`src/rtl/cc_forward_unit.sv`:
```
// NZP condition-code source for the branch in decode: architectural CC register plus
// EX/MEM shadow slots of CC-setting instructions with youngest-first forwarding.
module cc_forward_unit #(
  parameter logic [2:0] RESET_CC    = 3'b010,
  parameter int         STALL_CNT_W = 16
) (
  input  logic                   clk,
  input  logic                   rst,
  input  logic                   advance,
  input  logic                   flush,
  input  logic                   id_valid,
  input  logic                   id_sets_cc,
  input  logic [15:0]            ex_result,
  input  logic                   ex_res_ok,
  input  logic [15:0]            mem_result,
  input  logic                   mem_res_ok,
  output logic [2:0]             nzp_out,
  output logic                   nzp_ready,
  output logic [2:0]             cc_reg,
  output logic [STALL_CNT_W-1:0] stall_cnt
);

  logic ex_v;
  logic ex_cc;
  logic mem_v;
  logic mem_cc;

  function automatic logic [2:0] gen(input logic [15:0] x);
    if (x[15])              return 3'b100;
    else if (x == 16'h0000) return 3'b010;
    else                    return 3'b001;
  endfunction

  // Only valid/sets-cc flags are tracked; result values always come from the live inputs.
  always_ff @(posedge clk) begin
    if (rst) begin
      cc_reg <= RESET_CC;
      ex_v   <= 1'b0;
      ex_cc  <= 1'b0;
      mem_v  <= 1'b0;
      mem_cc <= 1'b0;
    end else if (advance) begin
      if (mem_v && mem_cc)
        cc_reg <= gen(mem_result);
      mem_v  <= ex_v;
      mem_cc <= ex_cc;
      ex_v   <= id_valid & ~flush;
      ex_cc  <= id_sets_cc & ~flush;
    end else if (flush) begin
      ex_v  <= 1'b0;
      ex_cc <= 1'b0;
    end
  end

  always_ff @(posedge clk) begin
    if (rst)
      stall_cnt <= '0;
    else if (id_valid && !nzp_ready && stall_cnt != '1)
      stall_cnt <= stall_cnt + STALL_CNT_W'(1);
  end

  // The youngest producer decides readiness; an older ready one never bypasses it.
  always_comb begin
    nzp_out   = cc_reg;
    nzp_ready = 1'b1;
    if (ex_v && ex_cc) begin
      nzp_out   = gen(ex_result);
      nzp_ready = ex_res_ok;
    end else if (mem_v && mem_cc) begin
      nzp_out   = gen(mem_result);
      nzp_ready = mem_res_ok;
    end
  end

endmodule

```
`config.mk`:
```
export PLATFORM = sky130hd
export DESIGN_NAME = cc_forward_unit
export DESIGN_NICKNAME = d
export VERILOG_FILES = /design/src/rtl/cc_forward_unit.sv
export SDC_FILE = /design/constraint.sdc
export NUM_CORES = 1
export LEC_CHECK = 0
export BUFFER_PORTS_ARGS = -buffer_cell sky130_fd_sc_hd__buf_2
export CAP_MARGIN = 30
export CORE_MARGIN = 2
export CORE_UTILIZATION = 45
export CTS_CLUSTER_DIAMETER = 120
export DETAILED_ROUTE_END_ITERATION = 10
export PLACE_DENSITY = 0.8
export SYNTH_ARGS = -nofsm -noshare
export SYNTH_HDL_FRONTEND = slang
export SYNTH_SLANG_ARGS = --single-unit
```
`constraint.sdc`:
```
create_clock -name clk -period 4.3 [get_ports clk]
set_input_delay 0.86 -clock clk [delete_from_list [all_inputs] [get_ports clk]]
set_output_delay 0.86 -clock clk [all_outputs]
set_load 0.05 [all_outputs]
```
==> summary.txt, run 1 <==
Crit-path most repeated cell: buf_2
Initial DRC count: 24
Synth-to-Final Area Change: 27.0%
CTS root buffer: clkbuf_4
DRT Wirelength: 2.95 mm
Max capacitance violation total: 0
CP cell instances: buf_2 -> nor4_1 -> nand4_1 -> nor2b_1 -> mux2i_1 -> o2bb2ai_1 -> buf_2
Clock Pin Slew Worst Setup and Hold Paths: 0.12 ns
Post-layout minimum cycle time: 2.86 ns
Seq cells post-synth: 23
Fmax: 349 MHz
Vias in the first global route: 1173
Diodes inserted: 0
CP max FO: 3
Vias per cell: 5.54
Total negative slack: 0 ns
Lkg Pwr: 0.000709 µW
First-pass GRT wire length: 4.84 mm
DR pass1 iterations: 4
Hold Path Stages: 1
Worst R2R Start: stall_cnt[4]$_SDFFE_PP0P_
Initial Util: 0.470
Hold EP: cc_reg[1]$_SDFFE_PP1P_
Post-CTS sizing: 0
Met1 GRT Util: 0.198
Syn avg cell area: 8.87 µm²
GRT Max-Usage Layer: met2
Synth async-reset ratio: 0
Cells after Synth: 145
Seq/Total Area, Yosys: 0.358
Post-synthesis cell area: 1290 µm²
Met3 usage in global routing: 0.0317
Netlist cell types: 36
Critical Path Source Type: input pin
RSZ-0062 raised after global routing: no
Dominant synthesized flop cell: dfxtp_1
R2r setup slk: 2.33 ns
Clock Path Buffers: 2
HP Class: register to register
Fillers: 265
Worst Path Required: 3.44 ns
Hpwl dp: 2.28 mm
Post-Route Skew: 0.0138 ns
Antenna-violating nets left: 0
Depth of the CTS H-tree: 1
CTS tree: built
CP delay by family, top: simple AND/OR/NAND/NOR gates
Worst Path Buf+Inv: 2
Die Ht: 57.5 µm
Initial antenna violation count: 0
Fin. Hold Viols: 0
Syn_nets: 186
Max_slew headroom: 0.580
Total Routing Usage GR: 0.182
CTS Buf Count: 3
GRT overflow: 0
Critical Path AT: 2.00 ns
Status: finished, final reports clean
Largest net degree at the start of global routing: 25
Max reg flops: 16
Worst Tran Pin Value: 0.625 ns
Crit path depth: 7
# port buffers: 62
Synth warnings: 0
Chip width: 57.5 µm
Worst Hold Launch: cc_reg[1]$_SDFFE_PP1P_
DRC violation count after routing: 0
Row count: 19
Max incr delay on CP: 0.27 ns
WL/cell: 12.5 µm
Total Nets Final: 247
VDD IR max: 0.000185 V
Fin util: 0.598
Vias: 1308
IO Count: 63
Worst-Skew Late Latency: 0.32 ns
CP Capture Type: output port
Clock sinks: 23
Ratio of cells with drive above 1 in the final layout: 0.376
GR Util met2: 0.333
Post-synth EDFFs: 0
Crit Path Category: input pin to output port
Critical R2R Capture: stall_cnt[0]$_SDFFE_PP0P_
Die area: 3300 µm²
Final setup vio count: 0
Slowest stage cell on the critical path: nor4_1
Area of the core: 2730 µm²
Fin crit share: 0.666
Cell Pwr Density: 213 nW/µm²
GP Congestion: 0.805
Post-CTS setup buffer count: 0
Max-slew violations: 0
Reg2reg path depth: 5
Hold-fix buffer count after cts: 0
[cells in the mapped netlist, drive strengths merged, types with 2 or more instances]
| cell | count | share of area |
|---|---|---|
| a2111oi | 4 | 0.047 |
| dfxtp | 23 | 0.36 |
| buf | 2 | 0.013 |
| clkbuf | 4 | 0.012 |
| nor4 | 12 | 0.075 |
| and2 | 2 | 0.012 |
| inv | 5 | 0.015 |
| xnor2 | 10 | 0.068 |
| a31oi | 2 | 0.0097 |
| nand2 | 8 | 0.023 |
| a21oi | 5 | 0.019 |
| mux2i | 10 | 0.078 |
| nand3 | 7 | 0.027 |
| nor2 | 23 | 0.067 |
| o21ai | 3 | 0.012 |
| nor3 | 5 | 0.023 |
| nand4 | 5 | 0.029 |
| a211oi | 3 | 0.018 |
[routing by layer]
layer,vias to the layer above,share of wire
met5,-,0
met4,0,0.020
met3,6,0.091
met2,54,0.47
met1,591,0.42
li1,657,-
[worst max path at each step]
| stage | slack, ns | start | end |
|---|---|---|---|
| 6_report | 1.44 | mem_result[10] | nzp_out[0] |
| 5_1_grt | 1.23 | mem_result[9] | nzp_out[1] |
| 4_1_cts | 1.42 | mem_result[10] | nzp_out[0] |
| 3_5_place_dp | 1.41 | mem_result[10] | nzp_out[0] |
| 3_3_place_gp | 1.45 | mem_result[9] | nzp_out[1] |
| 2_1_floorplan | 1.08 | ex_result[2] | nzp_out[1] |
[where the power goes]
| part | internal (µW) | switching, µW | leakage [µW] |
|---|---|---|---|
| Clock | 35.5 | 68.4 | 0.0000139 |
| Combinational | 15.7 | 13.1 | 0.000510 |
| Sequential | 214 | 0.960 | 0.000185 |
[metrics by stage]
| step | cells | cell area [µm²] | setup WS (ns) | hold WS, ns | total power (µW) |
|---|---|---|---|---|---|
| global placement | 232 | 1600 | 1.45 | 0.476 | 248 |
| global route | 236 | 1630 | 1.23 | 0.552 | 362 |
| detailed placement | 232 | 1600 | 1.41 | 0.486 | 249 |
| finish | 236 | 1630 | 1.44 | 0.517 | 348 |
| floorplan | 145 | 1290 | 1.08 | 0.484 | 229 |
| CTS | 236 | 1630 | 1.42 | 0.516 | 351 |
[layout by cell type, fill, tap and decap left out, types with 2 or more instances in the layout]
master / instances
a2111oi_2: 4
a211oi_1: 3
a21oi_1: 5
a31oi_1: 2
buf_2: 62
clkbuf_4: 3
dfxtp_1: 23
inv_1: 5
mux2i_1: 10
nand2_1: 8
nand3_1: 7
nand4_1: 4
nor2_1: 23
nor3_1: 4
nor4_1: 10
o21ai_0: 3
xnor2_1: 10
[kinds of logic (layout without fill, tap and decap cells)]
group | count (synthesis) | after routing | share of synthesized area
simple gates | 67 | 67 | 0.292
compound gates | 23 | 23 | 0.156
flops | 23 | 23 | 0.358
buf+inv | 11 | 71 | 0.0389
xor+xnor | 10 | 10 | 0.0681
mux | 10 | 10 | 0.0778
fa+ha+maj | 1 | 1 | 0.00973
[cell type report]
type	count	area, µm²	area share
clock inverter	1	7.51	0.00459
timing repair buffer	62	310	0.190
sequential	23	460	0.282
multi-input combinational	111	776	0.475
tap	31	38.8	0.0237
inverter	5	18.8	0.0115
clock buffer	3	22.5	0.0138
(Power assumes the default switching activity.)
==> run 2: changes to the inputs <==
--- a/config.mk
+++ b/config.mk
@@ -8,10 +8,10 @@
 export BUFFER_PORTS_ARGS = -buffer_cell sky130_fd_sc_hd__buf_2
 export CAP_MARGIN = 30
 export CORE_MARGIN = 2
-export CORE_UTILIZATION = 45
+export CORE_UTILIZATION = 41
 export CTS_CLUSTER_DIAMETER = 120
 export DETAILED_ROUTE_END_ITERATION = 10
-export PLACE_DENSITY = 0.8
+export PLACE_DENSITY = 0.76
 export SYNTH_ARGS = -nofsm -noshare
 export SYNTH_HDL_FRONTEND = slang
 export SYNTH_SLANG_ARGS = --single-unit
==> constraint.sdc (replaced) <==
create_clock -name clk -period 2.6 [get_ports clk]
set_input_delay 0.52 -clock clk [delete_from_list [all_inputs] [get_ports clk]]
set_output_delay 0.52 -clock clk [all_outputs]
set_load 0.05 [all_outputs]
==> summary.txt, run 2 (synthesis gave the netlist of run 1 again) <==
Clock Pin Slew Worst Setup and Hold Paths: 0.12 ns (about the same)
Row count: 20 (+1)
Initial antenna violation count: 0 (unchanged)
Max reg flops: 16 (unchanged)
Status: finished, final reports clean
Most common cell after layout, fill and taps aside: buf_2
GP Congestion: 0.735 (-8.7%)
CP delay by family, top: simple AND/OR/NAND/NOR gates
CP max FO: 3 (unchanged)
Crit-path most repeated cell: buf_2
Post-Route Skew: 0.0118 ns (-0.00202 ns)
First-pass GRT wire length: 4.45 mm (-8.0%)
CP Capture Type: output port
Hold WS: 0.369 ns (-0.148 ns)
IO Count: 63 (unchanged)
CTS root buffer: clkbuf_4
Final setup vio count: 0 (unchanged)
Total Routing Usage GR: 0.159 (-0.0231)
Initial Util: 0.425 (-0.0457)
Fin util: 0.544 (-0.0535)
Post-layout minimum cycle time: 2.19 ns
Area of the core: 3030 µm² (+11%)
Chip width: 60.0 µm (+4.4%)
Post-CTS sizing: 0 (unchanged)
# port buffers: 62 (unchanged)
Fin crit share: 0.843
Max-slew violations: 0 (unchanged)
DR pass1 iterations: 4 (unchanged)
Post-CTS setup buffer count: 0 (unchanged)
Initial DRC count: 12 (-50%)
Max_slew headroom: 0.595 (+0.0151)
RSZ-0062 raised after global routing: no
Antenna-violating nets left: 0 (unchanged)
WL/cell: 11.2 µm (-11%)
Largest net degree at the start of global routing: 25 (unchanged)
Synth-to-Final Area Change: 28.1%
Fin. Hold Viols: 0 (unchanged)
DRT Wirelength: 2.78 mm (-5.8%)
Ratio of cells with drive above 1 in the final layout: 0.376 (unchanged)
DRC violation count after routing: 0 (unchanged)
VDD IR max: 0.000342 V (+85%)
Clock Path Buffers: 2 (unchanged)
Worst Path Buf+Inv: 2 (unchanged)
Vias per cell: 5.07 (-8.6%)
Critical Path AT: 1.67 ns (-0.33 ns)
Clock sinks: 23 (unchanged)
GRT overflow: 0 (unchanged)
Vias: 1262 (-3.5%)
Fmax: 456 MHz
Lkg Pwr: 0.000713 µW (+0.53%)
Slowest stage cell on the critical path: nor4_1
Hold-fix buffer count after cts: 0 (unchanged)
Diodes inserted: 0 (unchanged)
Crit Path Category: input pin to output port
Die Ht: 60.0 µm (+4.4%)
Hpwl dp: 2.18 mm (-4.3%)
Critical Path Source Type: input pin
Total power: 571 µW (+64%)
CTS tree: built
CP cell instances: buf_2 -> nor4_1 -> nand4_1 -> nor2b_1 -> mux2i_1 -> o2bb2ai_1 -> buf_2
Vias in the first global route: 1090 (-7.1%)
Depth of the CTS H-tree: 1 (unchanged)
Worst Path Required: 2.08 ns (-1.36 ns)
Die area: 3600 µm² (+9.1%)
Total Nets Final: 247 (unchanged)
Cell Pwr Density: 346 nW/µm² (+63%)
HP Class: input pin to register
Most frequent cells in the layout: buf_2, nor2_1, dfxtp_1
Max capacitance violation total: 0 (unchanged)
Worst Tran Pin Value: 0.603 ns (-0.0225 ns)
Total negative slack: 0 ns (unchanged)
Worst-Skew Late Latency: 0.32 ns (about the same)
Max incr delay on CP: 0.28 ns (about the same)
CTS Buf Count: 3 (unchanged)
==> run 2: cell types whose count changed in the layout (fill, tap and decap cells not counted) <==
cell and delta:
clkinvlp_4 -1, clkinv_2 +1
==> run 2: cell type report <==
type | instances | area [µm²]
flip-flops and latches | 23 | 460
multi-input cells | 111 | 776
clock inverters | 1 | 5.00
repair buffers | 62 | 310
well taps | 44 | 55.1
inverters | 5 | 18.8
fillers | 308 | 1380
clock buffers | 3 | 22.5
==> run 2: per-stage QoR <==
stage	cells	cell area (µm²)	worst slack [ns]
floorplan	145	1290	0.0573
global placement	245	1620	0.435
detailed placement	245	1620	0.398
CTS	249	1650	0.391
global route	249	1650	0.289
finish	249	1650	0.409
==> run 2: power breakdown <==
part           total [µW]  leakage, µW  internal [µW]  switching, µW
Sequential            356     0.000185            354           1.58
Combinational        46.6     0.000510           26.0           20.6
Clock                 169    0.0000177           57.6            111
Total                 571     0.000713            438            133
==> run 2: worst register-to-register path: stages (launching register included) <==
cell	delay, ns
dfxtp_1	0.52
nand4_2	0.22
nor4_4	0.62
nor3_2	0.13
a311oi_1	0.29
a41o_1	0.12
==> run 2: per-layer routing <==
| layer | global-route usage | vias to the layer above | wire (µm) |
|---|---|---|---|
| li1 | - | 652 | - |
| met1 | 0.201 | 563 | 1240 |
| met2 | 0.264 | 43 | 1290 |
| met3 | 0.0433 | 4 | 214 |
| met4 | 0.0476 | 0 | 29 |
| met5 | 0 | - | 0 |
==> run 2: worst paths after layout <==
check                                                from                   endpoint  slack, ns  cells after the start
worst max-delay path                       mem_result[10]                 nzp_out[0]       0.41                      7
worst min-delay path                                flush         ex_cc$_SDFFE_PP0P_       0.37                      2
worst max register to register  stall_cnt[4]$_SDFFE_PP0P_  stall_cnt[6]$_SDFFE_PP0P_       0.65                      5
worst min register to register     cc_reg[1]$_SDFFE_PP1P_     cc_reg[1]$_SDFFE_PP1P_       0.52                      1
